<file path="src/rtl/parity_frame_tx_if.sv">
// Word-level handshake plus serial line bundle for the parity frame transmitter.
// The producer side uses the master modport and the transmitter uses the slave modport.
interface parity_frame_tx_if #(
    parameter int DATA_W = 8
);
    logic [DATA_W-1:0] data_in;
    logic              valid_in;
    logic              ready_out;
    logic              tx_bit;
    logic              tx_valid;
    logic              tx_last;

    modport master (
        output data_in,
        output valid_in,
        input  ready_out,
        input  tx_bit,
        input  tx_valid,
        input  tx_last
    );

    modport slave (
        input  data_in,
        input  valid_in,
        output ready_out,
        output tx_bit,
        output tx_valid,
        output tx_last
    );
endinterface

</file>
<file path="src/rtl/parity_frame_tx.sv">
// Serial parity-frame transmitter: takes a word over valid/ready and sends it LSB-first,
// followed by one parity bit flagged with tx_last.
module parity_frame_tx #(
    parameter int DATA_W     = 8,
    parameter int ODD_PARITY = 0
) (
    input  logic                clk,
    input  logic                rst_n,
    parity_frame_tx_if.slave    bus
);
    localparam int CNT_W = $clog2(DATA_W);

    typedef enum logic [1:0] {
        IDLE,
        DATA,
        PARITY
    } state_t;

    state_t            state;
    logic [DATA_W-1:0] shreg;
    logic [CNT_W-1:0]  cnt;
    logic              par;
    logic              accept;
    logic              par_next;

    assign bus.ready_out = (state == IDLE) || (state == PARITY);

    always_comb begin
        accept   = bus.valid_in && bus.ready_out;
        par_next = (^bus.data_in) ^ (ODD_PARITY != 0);
    end

    // Bit 0 goes straight onto the line at accept, so shreg[0] always holds the next bit to send.
    always_ff @(posedge clk or negedge rst_n) begin
        if (!rst_n) begin
            state        <= IDLE;
            shreg        <= '0;
            cnt          <= '0;
            par          <= 1'b0;
            bus.tx_bit   <= 1'b0;
            bus.tx_valid <= 1'b0;
            bus.tx_last  <= 1'b0;
        end else if (accept) begin
            state        <= DATA;
            shreg        <= bus.data_in >> 1;
            cnt          <= '0;
            par          <= par_next;
            bus.tx_bit   <= bus.data_in[0];
            bus.tx_valid <= 1'b1;
            bus.tx_last  <= 1'b0;
        end else begin
            case (state)
                DATA: begin
                    if (cnt == CNT_W'(DATA_W - 1)) begin
                        state       <= PARITY;
                        bus.tx_bit  <= par;
                        bus.tx_last <= 1'b1;
                    end else begin
                        shreg      <= shreg >> 1;
                        cnt        <= cnt + CNT_W'(1);
                        bus.tx_bit <= shreg[0];
                    end
                end
                PARITY: begin
                    state        <= IDLE;
                    bus.tx_bit   <= 1'b0;
                    bus.tx_valid <= 1'b0;
                    bus.tx_last  <= 1'b0;
                end
                default: begin
                    state        <= IDLE;
                    bus.tx_bit   <= 1'b0;
                    bus.tx_valid <= 1'b0;
                    bus.tx_last  <= 1'b0;
                end
            endcase
        end
    end
endmodule

</file>
<file path="src/flat_wrapper.sv">
// flat-port wrapper written by rule: the top's interface ports become plain ports
module parity_frame_tx_flat 
#(
    parameter int DATA_W     = 8,
    parameter int ODD_PARITY = 0
)
  (clk, rst_n, bus_data_in, bus_valid_in, bus_ready_out, bus_tx_bit, bus_tx_valid, bus_tx_last);
  parity_frame_tx_if #(.DATA_W(DATA_W)) bus_i ();
  input  logic clk;
  input  logic rst_n;
  input wire logic [$bits(bus_i.data_in)-1:0] bus_data_in;
  input wire logic [$bits(bus_i.valid_in)-1:0] bus_valid_in;
  output wire logic [$bits(bus_i.ready_out)-1:0] bus_ready_out;
  output wire logic [$bits(bus_i.tx_bit)-1:0] bus_tx_bit;
  output wire logic [$bits(bus_i.tx_valid)-1:0] bus_tx_valid;
  output wire logic [$bits(bus_i.tx_last)-1:0] bus_tx_last;
  assign bus_i.data_in = bus_data_in;
  assign bus_i.valid_in = bus_valid_in;
  assign bus_ready_out = bus_i.ready_out;
  assign bus_tx_bit = bus_i.tx_bit;
  assign bus_tx_valid = bus_i.tx_valid;
  assign bus_tx_last = bus_i.tx_last;
  parity_frame_tx #(.DATA_W(DATA_W), .ODD_PARITY(ODD_PARITY)) u_core (.clk(clk), .rst_n(rst_n), .bus(bus_i));
endmodule
</file>
<file path="config.mk">
export PLATFORM = sky130hd
export DESIGN_NAME = parity_frame_tx_flat
export DESIGN_NICKNAME = d
export VERILOG_FILES = /design/src/rtl/parity_frame_tx_if.sv /design/src/rtl/parity_frame_tx.sv /design/src/flat_wrapper.sv
export SDC_FILE = /design/constraint.sdc
export NUM_CORES = 1
export LEC_CHECK = 0
export BUFFER_PORTS_ARGS = -buffer_cell sky130_fd_sc_hd__buf_2
export CAP_MARGIN = 20
export CORE_MARGIN = 4
export CORE_UTILIZATION = 55
export CTS_BUF_LIST = sky130_fd_sc_hd__clkbuf_4 sky130_fd_sc_hd__clkbuf_8
export CTS_CLUSTER_SIZE = 8
export DETAILED_ROUTE_END_ITERATION = 6
export PLACE_DENSITY = 0.84
export SYNTH_ARGS = -nofsm -noshare
export SYNTH_HDL_FRONTEND = slang
export SYNTH_SLANG_ARGS = --single-unit
</file>
<file path="constraint.sdc">
create_clock -name clk -period 1.7 [get_ports clk]
set_input_delay 0.34 -clock clk [delete_from_list [all_inputs] [get_ports clk]]
set_output_delay 0.34 -clock clk [all_outputs]
set_load 0.01 [all_outputs]
</file>
==> impl_metrics.ini, run 1 <==
[synthesis]
synth_common_cells = dfrtp_1, nand2_1, o21ai_0
syn-num-nets = 82
ys.flop_type = dfrtp_1
async_flop_share_pct = 100
synthTopCellsByArea = dfrtp_1, mux2i_1, xnor2_1, nand2_1, o21ai_0
synth_cells = 69
ys_ff_latch = 15
syn_avg_cell_area_um2 = 10.9
synth.most_common_cell = dfrtp_1
synth_top_cell_by_area = dfrtp_1
ys.warnings.count = 0
synth_area_um2 = 749
synth-edff-count = 0
synth_top_area_share_pct = 50.1
yosysSeqAreaShare_pct = 50.1
synth_cell_types = 15

[floorplan]
io_pins = 15
die-height_um = 44.9
die_w_um = 44.9
die-area_mm2 = 0.00202
row_count = 13
start_util_pct = 58.3
core-area_mm2 = 0.00128

[cts]
cts_buffers = 3
cts_root_buffer = clkbuf_4
cts_resized = 0
postCtsSetupRepairBufs = 0
hold_buffers = 1
cts.path.max_buffers = 2
htreeDepth = 1
cts_sinks = 15
clk_latency_ns = 0.29
path_clk_slew_ns = 0.10
cts_tree = done

[route]
drt-wirelength-per-cell_um = 13.3
drcViolationCount = 0
antenna_left = 0
via_per_inst = 5.33
first_pass_iters = 4
drtIter0Drc = 10
routed_wirelength_mm = 1.38
vias = 554

[placement]
placed_cell_area_um2 = 838
globalplace.congestion = 0.737
dpl.hpwl_mm = 1.09
dpl.cell_count = 99
numPortBuffers = 14

[global_route]
grt_usage_pct = 15.2
gr-total-overflow = 0
antenna_found_initial = 0
grt_pass1_wl_mm = 2.17
grt_max_degree = 16
grt_pass1_vias = 538

[timing]
finalSetupViolCount = 0
fin_setup_tns_ns = 0
fin_crit_sh_pct = 92.2
hold_violations = 0
timing_max_transition_violations_final = 0
fmax_mhz = 638
relSlewSlack_pct = 77.5
rsz0062_at_grt = false
post-route-min-period_ns = 1.57
worst_pin_slew_ns = 0.337
skew_ns = 0.0102
holdWs_ns = 0.293

[worst_setup_path]
path_max_fanout = 15
required_ns = 1.85
cp-start-kind = register
r2r-start = u_core.cnt[1]
end_kind = register
cp_top_family = compound AO/OA/AOI/OAI gates
critPathBufInv = 1
slowest_stage = dfrtp_1
slowest_delay_ns = 0.38
reg2reg_depth = 6
crit_top_cell = ha_1
rr_endpoint = u_core.shreg[2]
worstSetupPathType = register to register
cp.arrival_ns = 1.72
r2r_slack_ns = 0.13
path_cells = ha_1 -> ha_1 -> nor2_1 -> buf_4 -> a21oi_4 -> o21ai_0

[cells_and_area]
area_delta_synth_final_pct = 17.2
final_area_um2 = 878
diodes = 0
final_cells = 104
nNetsFinal = 103
layout-drive-gt1-share_pct = 27.0

[status]
status = finished, final reports clean

[pwr]
p_int_uw = 844
leakagePower_uw = 0.000416
p_per_area_mw_per_mm2 = 1550
power.switching_uw = 518
seqPwrFrac_pct = 43.8
combinationalPowerShare_pct = 40.7
p_sw_share_pct = 38.0
p_total_uw = 1360
pwr-share-clk_pct = 15.6
peakVddDrop_mv = 0.847

[worst_hold_path]
min_from = bus_data_in[0]
hold_path_depth = 3
min_to = u_core.bus.tx_bit
worstHoldPathType = input pin to register

[flow_run]
cap_violations = 0
## flip-flops by register name, indices dropped and copies added (netlist names)
name,count
u_core.bus.tx_bit,1
u_core.bus.tx_last,1
u_core.bus.tx_valid,1
u_core.cnt,3
u_core.par,1
u_core.shreg,7
u_core.state,1
## kinds of logic (layout without fill, tap and decap cells)
| logic type | count (synthesis) | after routing | share of synthesized area [%] |
|---|---|---|---|
| simple gates | 19 | 19 | 11.2 |
| flops | 15 | 15 | 50.1 |
| compound gates | 13 | 13 | 11.2 |
| mux | 9 | 9 | 12.0 |
| xor+xnor | 7 | 7 | 8.18 |
| buf+inv | 4 | 24 | 4.01 |
| fa+ha+maj | 2 | 2 | 3.34 |
## stage by stage
step / setup slack, ns / utilization [%]
3_5_place_dp: 0.127 / 65.2
4_1_cts: 0.120 / 68.4
2_1_floorplan: 0.102 / -
6_report: 0.133 / 68.4
5_1_grt: 0.0187 / 68.4
3_3_place_gp: 0.220 / 65.2
## worst max-delay path by stage
stage                        startpoint              end  slack, ns  cells past startpoint
after floorplan           u_core.cnt[0]  u_core.shreg[0]       0.10                      7
after global placement    u_core.cnt[0]  u_core.shreg[0]       0.22                      6
after detailed placement  u_core.cnt[0]  u_core.shreg[1]       0.13                      6
after CTS                 u_core.cnt[0]  u_core.shreg[1]       0.12                      6
after global routing      u_core.cnt[1]  u_core.shreg[1]       0.02                      6
final                     u_core.cnt[1]  u_core.shreg[2]       0.13                      6
## power by group through the flow
stage,Combinational [uW],Sequential (uW),Clock (uW)
CTS,562,596,217
floorplan,404,601,0
global placement,535,590,0
detailed placement,560,602,0
finish,554,596,212
global route,615,615,235
## cell type report
type	instances	area (um^2)
fill	95	407
sequential	15	375
multi-input combinational	50	344
timing repair buffer	18	103
clock buffer	3	22.5
tap	15	18.8
clock inverter	1	7.51
inverter	2	7.51
## cell usage in the layout, fill, tap and decap left out, types with 3 or more instances in the layout
cell and instances:
buf_2 14, dfrtp_1 15, xnor2_1 7, o21ai_0 10, buf_4 3, clkbuf_4 3, mux2i_1 9, nand2_1 14
## worst register-to-register path: stages, from the launching register on
cell and delay [ns]:
dfrtp_1 0.38, ha_1 0.16, ha_1 0.20, nor2_1 0.07, buf_4 0.15, a21oi_4 0.31, o21ai_0 0.16
## routing by layer
layer	global-route usage, %	wire length, um
met1	18.3	629
met2	25.5	671
met3	3.59	66
met4	7.02	12
met5	0	0
(Power assumes the default switching activity.)
==> run 2, diff against run 1 <==
Settings changed: CELL_PAD_IN_SITES_DETAIL_PLACEMENT set to 0, CELL_PAD_IN_SITES_GLOBAL_PLACEMENT set to 1, CORE_UTILIZATION 55 to 43.
==> run 2 against run 1 <==
  * Routed wire length fell by 10%
  * Sequential cell count did not move
  * Critical path type unchanged
  * Final area fell by 0.14%
  * Clock power fell by 5%
  * Sequential share of layout area rose by 0.061 points
  * Clock skew fell by 0.0046 ns
  * Largest cell class unchanged
  * Sequential power rose by 0.8%
  * Fmax rose by 2.1%
  * Hold slack improved by 0.011 ns
==> impl_metrics.ini, run 2 (synthesis results as in run 1) <==
[status]
status = finished, final reports clean

[timing]
post-route-min-period_ns = 1.53
finalSetupViolCount = 0
fmax_mhz = 652
hold_violations = 0
relSlewSlack_pct = 77.1
skew_ns = 0.00565
rsz0062_at_grt = false
holdWs_ns = 0.304
timing_max_transition_violations_final = 0
worst_pin_slew_ns = 0.344
fin_setup_tns_ns = 0
fin_crit_sh_pct = 90.3

[pwr]
power.switching_uw = 483
pwr-share-clk_pct = 15.2
p_total_uw = 1320
combinationalPowerShare_pct = 39.2
p_sw_share_pct = 36.6
p_int_uw = 835
seqPwrFrac_pct = 45.6
peakVddDrop_mv = 0.577
p_per_area_mw_per_mm2 = 1500
leakagePower_uw = 0.000421

[worst_hold_path]
worstHoldPathType = input pin to register

[cts]
postCtsSetupRepairBufs = 0
cts.path.max_buffers = 2
cts_tree = done
cts_root_buffer = clkbuf_4
path_clk_slew_ns = 0.09
hold_buffers = 1
cts_resized = 0
cts_buffers = 3
clk_latency_ns = 0.28
cts_sinks = 15
htreeDepth = 1

[cells_and_area]
seqCellArea_um2 = 375
area_delta_synth_final_pct = 17.0
reg_top3 = u_core.shreg (7), u_core.cnt (3)
layout-drive-gt1-share_pct = 27.0
largest_reg_flops = 7
regMostFlops = u_core.shreg
final_area_um2 = 877
multi_input_area_um2 = 344
nNetsFinal = 103
final_cell_mix = dfrtp_1, nand2_1, buf_2
diodes = 0
final_cells = 105
mostFrequentLayoutCell = dfrtp_1
nFillCells = 141

[worst_setup_path]
reg2reg_depth = 6
path_max_fanout = 15
crit_path_end = u_core.shreg[5]
cp-start-kind = register
slowest_delay_ns = 0.38
r2r-start = u_core.cnt[1]
end_kind = register
path_cells = ha_1 -> ha_1 -> nor2_1 -> buf_4 -> a21oi_4 -> o21ai_0
slowest_stage = dfrtp_1
worstSetupPathType = register to register
required_ns = 1.85
startpoint = u_core.cnt[1]
crit_top_cell = ha_1
r2r_slack_ns = 0.17
rr_endpoint = u_core.shreg[5]
cp.arrival_ns = 1.69

[route]
via_per_inst = 4.97
antenna_left = 0
first_pass_iters = 2
drcViolationCount = 0
drtIter0Drc = 2
routed_wirelength_mm = 1.24
drt-wirelength-per-cell_um = 11.8
vias = 522

[placement]
dpl.hpwl_um = 982
globalplace.congestion = 0.776
dpl.cell_count = 100
numPortBuffers = 14
placed_cell_area_um2 = 840

[global_route]
antenna_found_initial = 0
grt_usage_pct = 11.7
grt_max_degree = 16
gr-total-overflow = 0
grt_pass1_wl_mm = 2.14
grt_pass1_vias = 486

[floorplan]
die_w_um = 49.8
core-area_mm2 = 0.00158
start_util_pct = 47.5
die-area_mm2 = 0.00248
row_count = 14
die-height_um = 49.8
io_pins = 15

[flow_run]
cap_violations = 0
[run 2: changes by cell type in the layout (fill, tap and decap cells not counted)]
cell,previous run,this run
clkinvlp_4,1,0
clkinv_2,0,1
[run 2: per-stage QoR]
step / utilization [%] / worst slack [ns]
3_3_place_gp: 53.3 / 0.193
2_1_floorplan: - / 0.102
6_report: 55.6 / 0.165
3_5_place_dp: 53.3 / 0.159
4_1_cts: 55.6 / 0.153
5_1_grt: 55.6 / 0.0401
[run 2: how the worst min path moves through the flow]
stage                   startpoint            endpoint  slack, ns  cells after the start
floorplan                    rst_n   u_core.bus.tx_bit       0.04                      0
global placement             rst_n  u_core.bus.tx_last       0.26                      1
detailed placement           rst_n  u_core.bus.tx_last       0.27                      1
CTS                 bus_data_in[7]     u_core.shreg[6]       0.30                      2
global route        bus_data_in[7]     u_core.shreg[6]       0.30                      2
finish              bus_data_in[0]   u_core.bus.tx_bit       0.30                      3
[run 2: layout make-up]
type | instances | area share [%]
clock buffers | 3 | 2.57
clock inverters | 1 | 0.571
inverters | 2 | 0.856
well taps | 16 | 2.28
flip-flops and latches | 15 | 42.8
multi-input cells | 50 | 39.2
repair buffers | 18 | 11.7
[run 2: metal layers]
layer	global-route usage (%)	vias up	share of wire (%)
met1	14.4	236	49
li1	-	273	-
met3	3.92	2	6.7
met5	0	-	0
met2	17.0	11	43
met4	8.29	0	1.4
[run 2: critical path, delay by kind of cell (launching register included)]
family / cells / cell delay, ns
buffers and inverters: 1 / 0.15
adders and majority gates: 2 / 0.35
AOI/OAI and AO/OA: 2 / 0.47
and+or+nand+nor: 1 / 0.06
DFF: 1 / 0.38
[run 2: power by group through the flow]
stage / sequential (uW) / clock (uW) / combinational, uW
2_1_floorplan: 601 / 0 / 404
3_3_place_gp: 607 / 0 / 517
3_5_place_dp: 611 / 0 / 529
4_1_cts: 603 / 212 / 531
5_1_grt: 622 / 231 / 589
6_report: 601 / 201 / 516
==> run 3, diff against run 2 <==
Settings changed: PLACE_DENSITY 0.84 to unset, PLACE_DENSITY_LB_ADDON set to 0.05.
==> run 3 against run 2 <==
  * Worst setup slack got worse by 0.0044 ns
  * Hold slack better by 0.0079 ns
  * Register-to-register slack about the same
  * Sequential share of layout area is the same
  * Power increased by 0.71%
  * First-iteration DRC count increased to 6.0 times the previous value
  * Combinational power grew 2%
  * Clock power about the same
  * Fmax down 0.28%
  * Count of clock-buffer cells in the layout stayed put
  * Sequential power about the same
  * Global-route usage shrank 0.078 points
  * Critical path type unchanged
==> impl_metrics.ini, run 3 (synthesis results as in run 1) <==
[floorplan]
io_pins = 15
die-area_mm2 = 0.00248
core-area_mm2 = 0.00158
row_count = 14
die-height_um = 49.8
start_util_pct = 47.5
die_w_um = 49.8

[worst_hold_path]
min_from = bus_data_in[7]
min_to = u_core.shreg[6]
worstHoldPathType = input pin to register
hold_path_depth = 2

[timing]
fin_crit_sh_pct = 90.5
post-route-min-period_ns = 1.54
skew_ns = 0.00756
worst_pin_slew_ns = 0.345
fmax_mhz = 650
fin_setup_tns_ns = 0
hold_violations = 0
rsz0062_at_grt = false
relSlewSlack_pct = 77.0
finalSetupViolCount = 0
timing_max_transition_violations_final = 0
holdWs_ns = 0.312

[pwr]
leakagePower_uw = 0.000421
p_total_uw = 1330
p_per_area_mw_per_mm2 = 1510
peakVddDrop_mv = 0.918

[cells_and_area]
layout-drive-gt1-share_pct = 27.0
regMostFlops = u_core.shreg
nNetsFinal = 103
multi_input_area_um2 = 344
reg_top3 = u_core.shreg (7), u_core.cnt (3)
area_delta_synth_final_pct = 17.0
largest_reg_flops = 7
final_cell_mix = dfrtp_1, nand2_1, buf_2
nFillCells = 149
diodes = 0
seqCellArea_um2 = 375
mostFrequentLayoutCell = dfrtp_1

[route]
routed_wirelength_mm = 1.30
drt-wirelength-per-cell_um = 12.4
vias = 518
drcViolationCount = 0
via_per_inst = 4.93
antenna_left = 0
drtIter0Drc = 12
first_pass_iters = 3

[worst_setup_path]
path_max_fanout = 15
r2r-start = u_core.cnt[1]
slowest_stage = dfrtp_1
worstSetupPathType = register to register
path_cells = ha_1 -> ha_1 -> nor2_1 -> buf_4 -> a21oi_4 -> o21ai_0
required_ns = 1.86
cp_top_family = compound AO/OA/AOI/OAI gates
rr_endpoint = u_core.shreg[2]
reg2reg_depth = 6
crit_top_cell = ha_1
end_kind = register
cp-start-kind = register
critPathBufInv = 1
cp.arrival_ns = 1.70
r2r_slack_ns = 0.16
slowest_delay_ns = 0.38

[global_route]
gr-total-overflow = 0
grt_pass1_wl_mm = 2.19
grt_pass1_vias = 523
antenna_found_initial = 0
grt_usage_pct = 11.6
grt_max_degree = 16

[cts]
cts.path.max_buffers = 2
cts_tree = done
clk_latency_ns = 0.28
cts_sinks = 15
htreeDepth = 1
hold_buffers = 1
cts_resized = 0
cts_buffers = 3
postCtsSetupRepairBufs = 0
path_clk_slew_ns = 0.09
cts_root_buffer = clkbuf_4

[placement]
numPortBuffers = 14
dpl.hpwl_mm = 1.04
globalplace.congestion = 0.730

[status]
status = finished, final reports clean

[flow_run]
cap_violations = 0
-- run 3: layout make-up --
type	count	share of cell area [%]
sequential	15	42.8
tap	16	2.28
timing repair buffer	18	11.7
multi-input combinational	50	39.2
clock buffer	3	2.57
inverter	2	0.856
clock inverter	1	0.571
-- run 3: worst reg2reg max path, stage by stage, from the launching register on --
cell and delay (ns):
dfrtp_1 0.38, ha_1 0.15, ha_1 0.19, nor2_1 0.06
buf_4 0.15, a21oi_4 0.32, o21ai_0 0.15
-- run 3: worst max path at each step --
| stage | start | to | slack, ns | cells after the start |
|---|---|---|---|---|
| after floorplan | u_core.cnt[0] | u_core.shreg[0] | 0.10 | 7 |
| after global placement | u_core.cnt[1] | u_core.shreg[4] | 0.19 | 6 |
| after detailed placement | u_core.cnt[1] | u_core.shreg[2] | 0.16 | 6 |
| after CTS | u_core.cnt[1] | u_core.shreg[4] | 0.14 | 6 |
| after global routing | u_core.cnt[1] | u_core.shreg[0] | 0.005 | 6 |
| final | u_core.cnt[1] | u_core.shreg[2] | 0.16 | 6 |
-- run 3: power by group --
part,internal [uW],switching [uW],total (uW)
combinational,243,284,527
sequential,505,96.7,602
clock,87.4,111,199
total,835,492,1330
-- run 3: stage by stage --
step                util, %  std cells  setup WS, ns  instance area (um^2)
floorplan                 -         69         0.102                   749
global placement       53.3        100         0.193                   840
detailed placement     53.3        100         0.156                   840
CTS                    55.6        105         0.140                   877
global route           55.6        105       0.00508                   877
finish                 55.6        105         0.161                   877
-- run 3: per-layer routing --
metal	vias up	track usage [%]	share of wire (%)
met5	-	0	0
met4	0	2.76	0.39
met3	2	5.72	5.6
met2	13	17.2	43
met1	231	15.1	51
li1	272	-	-
